===== src/rtl/fetch_stage.sv =====
// rtl/fetch_stage.sv - LEGv8 instruction-fetch stage: PC, imem request handshake, IF/ID register
// Holds one returned instruction when memory answers during a load-use stall.
module fetch_stage #(
    parameter logic [63:0] RESET_PC = 64'h0,
    parameter logic [31:0] NOP_IC   = 32'hD503201F
) (
    input  logic        clk,
    input  logic        reset,
    input  logic        stall,
    input  logic        branch_taken,
    input  logic [63:0] branch_target,
    output logic        imem_req,
    output logic [63:0] imem_addr,
    input  logic        imem_ready,
    input  logic [31:0] imem_rdata,
    output logic [63:0] ID_PC,
    output logic [31:0] ID_IC,
    output logic        ID_valid
);

    typedef enum logic {S_REQ, S_FULL} state_t;

    state_t      state, state_n;
    logic [63:0] pc, pc_n;
    logic [63:0] id_pc_n;
    logic [31:0] id_ic_n;
    logic        id_valid_n;
    logic [63:0] buf_pc, buf_pc_n;
    logic [31:0] buf_ic, buf_ic_n;

    always_ff @(posedge clk or posedge reset) begin
        if (reset) begin
            state    <= S_REQ;
            pc       <= RESET_PC;
            ID_PC    <= 64'h0;
            ID_IC    <= NOP_IC;
            ID_valid <= 1'b0;
            buf_pc   <= 64'h0;
            buf_ic   <= 32'h0;
        end else begin
            state    <= state_n;
            pc       <= pc_n;
            ID_PC    <= id_pc_n;
            ID_IC    <= id_ic_n;
            ID_valid <= id_valid_n;
            buf_pc   <= buf_pc_n;
            buf_ic   <= buf_ic_n;
        end
    end

    always_comb begin
        state_n    = state;
        pc_n       = pc;
        id_pc_n    = ID_PC;
        id_ic_n    = ID_IC;
        id_valid_n = ID_valid;
        buf_pc_n   = buf_pc;
        buf_ic_n   = buf_ic;
        if (branch_taken) begin
            // Redirect wins over stall and drops any word returned this cycle.
            state_n    = S_REQ;
            pc_n       = {branch_target[63:2], 2'b00};
            id_pc_n    = 64'h0;
            id_ic_n    = NOP_IC;
            id_valid_n = 1'b0;
            buf_pc_n   = 64'h0;
            buf_ic_n   = 32'h0;
        end else begin
            case (state)
                S_REQ: begin
                    if (imem_ready) begin
                        pc_n = pc + 64'd4;
                        if (stall) begin
                            buf_pc_n = pc;
                            buf_ic_n = imem_rdata;
                            state_n  = S_FULL;
                        end else begin
                            id_pc_n    = pc;
                            id_ic_n    = imem_rdata;
                            id_valid_n = 1'b1;
                        end
                    end
                end
                S_FULL: begin
                    if (!stall) begin
                        id_pc_n    = buf_pc;
                        id_ic_n    = buf_ic;
                        id_valid_n = 1'b1;
                        state_n    = S_REQ;
                    end
                end
                default: state_n = S_REQ;
            endcase
        end
    end

    // Request drops asynchronously with reset and returns as soon as reset is released.
    assign imem_req  = (state == S_REQ) && !reset;
    assign imem_addr = pc;

endmodule


===== config.mk =====
export PLATFORM = sky130hd
export DESIGN_NAME = fetch_stage
export DESIGN_NICKNAME = d
export VERILOG_FILES = /design/src/rtl/fetch_stage.sv
export SDC_FILE = /design/constraint.sdc
export NUM_CORES = 1
export LEC_CHECK = 0
export CAP_MARGIN = 20
export CORE_ASPECT_RATIO = 0.8
export CORE_MARGIN = 2
export CORE_UTILIZATION = 54
export DETAILED_ROUTE_END_ITERATION = 8
export MAX_ROUTING_LAYER = met4
export PLACE_DENSITY = 0.95
export SYNTH_ARGS = -nofsm -noshare
export SYNTH_HDL_FRONTEND = slang
export SYNTH_SLANG_ARGS = --single-unit

===== constraint.sdc =====
create_clock -name clk -period 14.8 [get_ports clk]
set_clock_uncertainty 0.1 [all_clocks]
set_input_delay 4.44 -clock clk [delete_from_list [all_inputs] [get_ports clk]]
set_output_delay 4.44 -clock clk [all_outputs]
set_load 0.01 [all_outputs]

==> impl_metrics.py <==
metrics = {
    "outcome": {
        "status": "finished, final reports clean",
    },
    "routing": {
        "ant_nets": 0,
        "wl_um": 33720,
        "viasPerCell": 6.405,
        "via_count": 9998,
        "dr.pass1.iters": 9,
        "drc": 0,
        "wl_per_cell_um": 21.60,
        "drt_iter0_drc": 1579,
    },
    "synthesis": {
        "syn-cell-area_um2": 11220,
        "syn_inst": 1052,
        "synth.ff_latch_count": 254,
        "ys.flop_type": "dfrtp_1",
        "synth_top_area_share_pct": 53.76,
        "synth.avg_cell_area_um2": 10.66,
        "ys_warn_count": 0,
        "synth_top_area_cell": "dfrtp_1",
        "synth_edf_count": 0,
        "synthTopCellsByArea": "dfrtp_1, a222oi_1, a22o_1, nand2_1, o21ai_0",
        "ys_types": 51,
        "ys_async_sr_fraction_pct": 100.0,
        "seq_area_frac_synth_pct": 56.80,
    },
    "worst_hold_path": {
        "hp-class": "flop to flop",
        "hold_depth": 2,
    },
    "timing": {
        "setup_tns_ps": 0,
        "worstMarginPinSlew_ps": 1012,
        "setup_viol": 0,
        "drv_slew": 0,
        "max_slew_margin_pct": 32.35,
        "period_needed_ps": 10160,
        "clock.fmax_mhz": 98.46,
        "finalCritPeriodShare_pct": 68.62,
        "timing.final.hold_violations": 0,
        "rsz0062_at_grt": "false",
    },
    "placed_design": {
        "dp_hpwl_um": 21560,
        "placedCellCount": 1514,
        "portBuffers": 258,
        "dpl_cell_area_um2": 13970,
        "gp_congestion": 0.8776,
    },
    "cells_and_area": {
        "mostFrequentLayoutCells": "clkdlybuf4s50_1, dfrtp_1, nand2_1",
        "drive_gt1_share_pct": 7.364,
        "multi_input_area_um2": 4299,
        "final_area_um2": 14830,
        "fillCellCount": 1359,
        "nNetsFinal": 1374,
        "finish.cell_count_without_fillers": 1561,
        "layout_commonest_cell": "clkdlybuf4s50_1",
        "regArea_um2": 6372,
        "area_growth_pct": 32.19,
    },
    "floorplan": {
        "core_area_um2": 20520,
        "fp.dieArea_um2": 21950,
        "rows": 47,
        "die_h_um": 132.9,
        "dieWidth_um": 165.1,
        "pin_count": 263,
        "start_util_pct": 54.66,
    },
    "clocking": {
        "clkTransAtPathRegs_ps": 60,
        "worstSkewPairLatency_ps": 520,
        "ctsResizeCount": 0,
        "ctsHoldBuffers": 0,
        "clk_path_buf_depth": 3,
        "post_cts_buffers": 0,
        "cts.sink_count": 254,
        "cts_tree": "built",
        "cts_inserted_buffers": 25,
        "cts_root_buffer": "clkbuf_16",
        "htree_levels": 1,
    },
    "setup_path": {
        "reg2reg_slack_ps": 11350,
        "worst_setup_path_end_kind": "primary output",
        "arrival_ps": 5620,
        "crit_chain": "clkdlybuf4s50_1, nor2_1, clkdlybuf4s50_1",
        "cpMostUsedCell": "clkdlybuf4s50_1",
        "slowest_delay_ps": 540,
        "critPathBufInv": 2,
        "required_ps": 10260,
        "path_max_fanout": 2,
        "critPathKind": "input port to primary output",
        "start_kind": "input port",
        "cp_top_family": "buffers and inverters",
        "slowest_stage": "clkdlybuf4s50_1",
        "cp_num_cells": 3,
        "r2r_cells": 7,
    },
    "run": {
        "timing.max_cap.violations": 0,
    },
    "global_routing": {
        "grt_use_total_pct": 31.30,
        "first_global_vias": 9952,
        "grt_pass1_wl_um": 53270,
        "grt_antenna_before_repair": 2,
        "grt_max_degree": 134,
        "grt.overflow.total": 0,
    },
    "power_and_ir_drop": {
        "p_per_area_nw_per_um2": 113.8,
        "ir_drop_mv": 0.08822,
        "leakagePower_uw": 0.006690,
        "power_uw": 1688,
    },
}
==> metal layers <==
layer | wire length (um) | track usage (%) | vias up
li1 | - | - | 4304
met1 | 13060 | 42.07 | 4928
met2 | 15730 | 47.78 | 683
met3 | 3969 | 7.022 | 83
met4 | 958 | 9.517 | 0
met5 | 0 | - | -
==> power by group <==
group | internal, uW | total [uW] | switching, uW
logic | 115 | 230 | 115
registers | 739 | 795 | 55.1
clock network | 394 | 663 | 269
total | 1250 | 1690 | 440
==> area by class of cell <==
| cell class | count | area share [%] |
|---|---|---|
| Antenna cell | 2 | 0.03375 |
| Clock buffer | 35 | 4.877 |
| Clock inverter | 10 | 0.8944 |
| Inverter | 66 | 1.721 |
| Multi-Input combinational cell | 650 | 28.99 |
| Sequential cell | 254 | 42.97 |
| Tap cell | 269 | 2.270 |
| Timing Repair Buffer | 275 | 18.24 |
==> cells by family (layout without fill, tap and decap cells) <==
family	Yosys count	in the layout	share of synthesized area (%)
AOI/OAI and AO/OA	274	274	18.77
muxes	3	3	0.2788
and+or+nand+nor	333	333	15.82
xor gates and xnor gates	37	37	2.889
adders and majority gates	1	1	0.1115
other	1	4	0.03343
DFF	254	254	56.80
buffers and inverters	149	386	5.298
==> cells in the mapped netlist, types with 12 or more instances <==
cell type,count
a222oi_1,61
a221o_1,19
nand4_1,29
or3_1,12
a22o_1,62
clkbuf_1,67
nand2_1,114
inv_1,66
dfstp_2,13
and3_1,13
nand3_1,22
o21ai_0,81
dfrtp_1,241
xor2_1,31
a31oi_1,29
nand2b_1,34
nor2_1,61
==> registers in the layout, summed over array words and instances, names as in the netlist <==
signal     count
buf_pc        63
state          1
imem_addr     62
ID_valid       1
ID_PC         63
ID_IC         32
buf_ic        32
==> stage by stage <==
step,setup WS (ps),hold slack (ps),util [%]
finish,4644,382.0,72.26
floorplan,3296,338.5,-
global route,4561,406.0,72.26
CTS,4640,386.6,72.23
detailed placement,4647,372.8,68.06
global placement,4645,350.6,68.06
==> tightest hold or removal path, stage by stage, from the launching register on <==
cell	delay (ps)
dfrtp_1	340
nand2_1	50
o21ai_0	60
==> worst paths after layout <==
kind                            start         end
min in group asynchronous       reset   ID_IC[27]
min                        buf_ic[13]  buf_ic[13]
max reg2reg                     state   ID_PC[22]
min reg2reg                buf_ic[13]  buf_ic[13]
max in group asynchronous       reset  buf_pc[61]
max                             reset    imem_req
(Power assumes the default switching activity.)
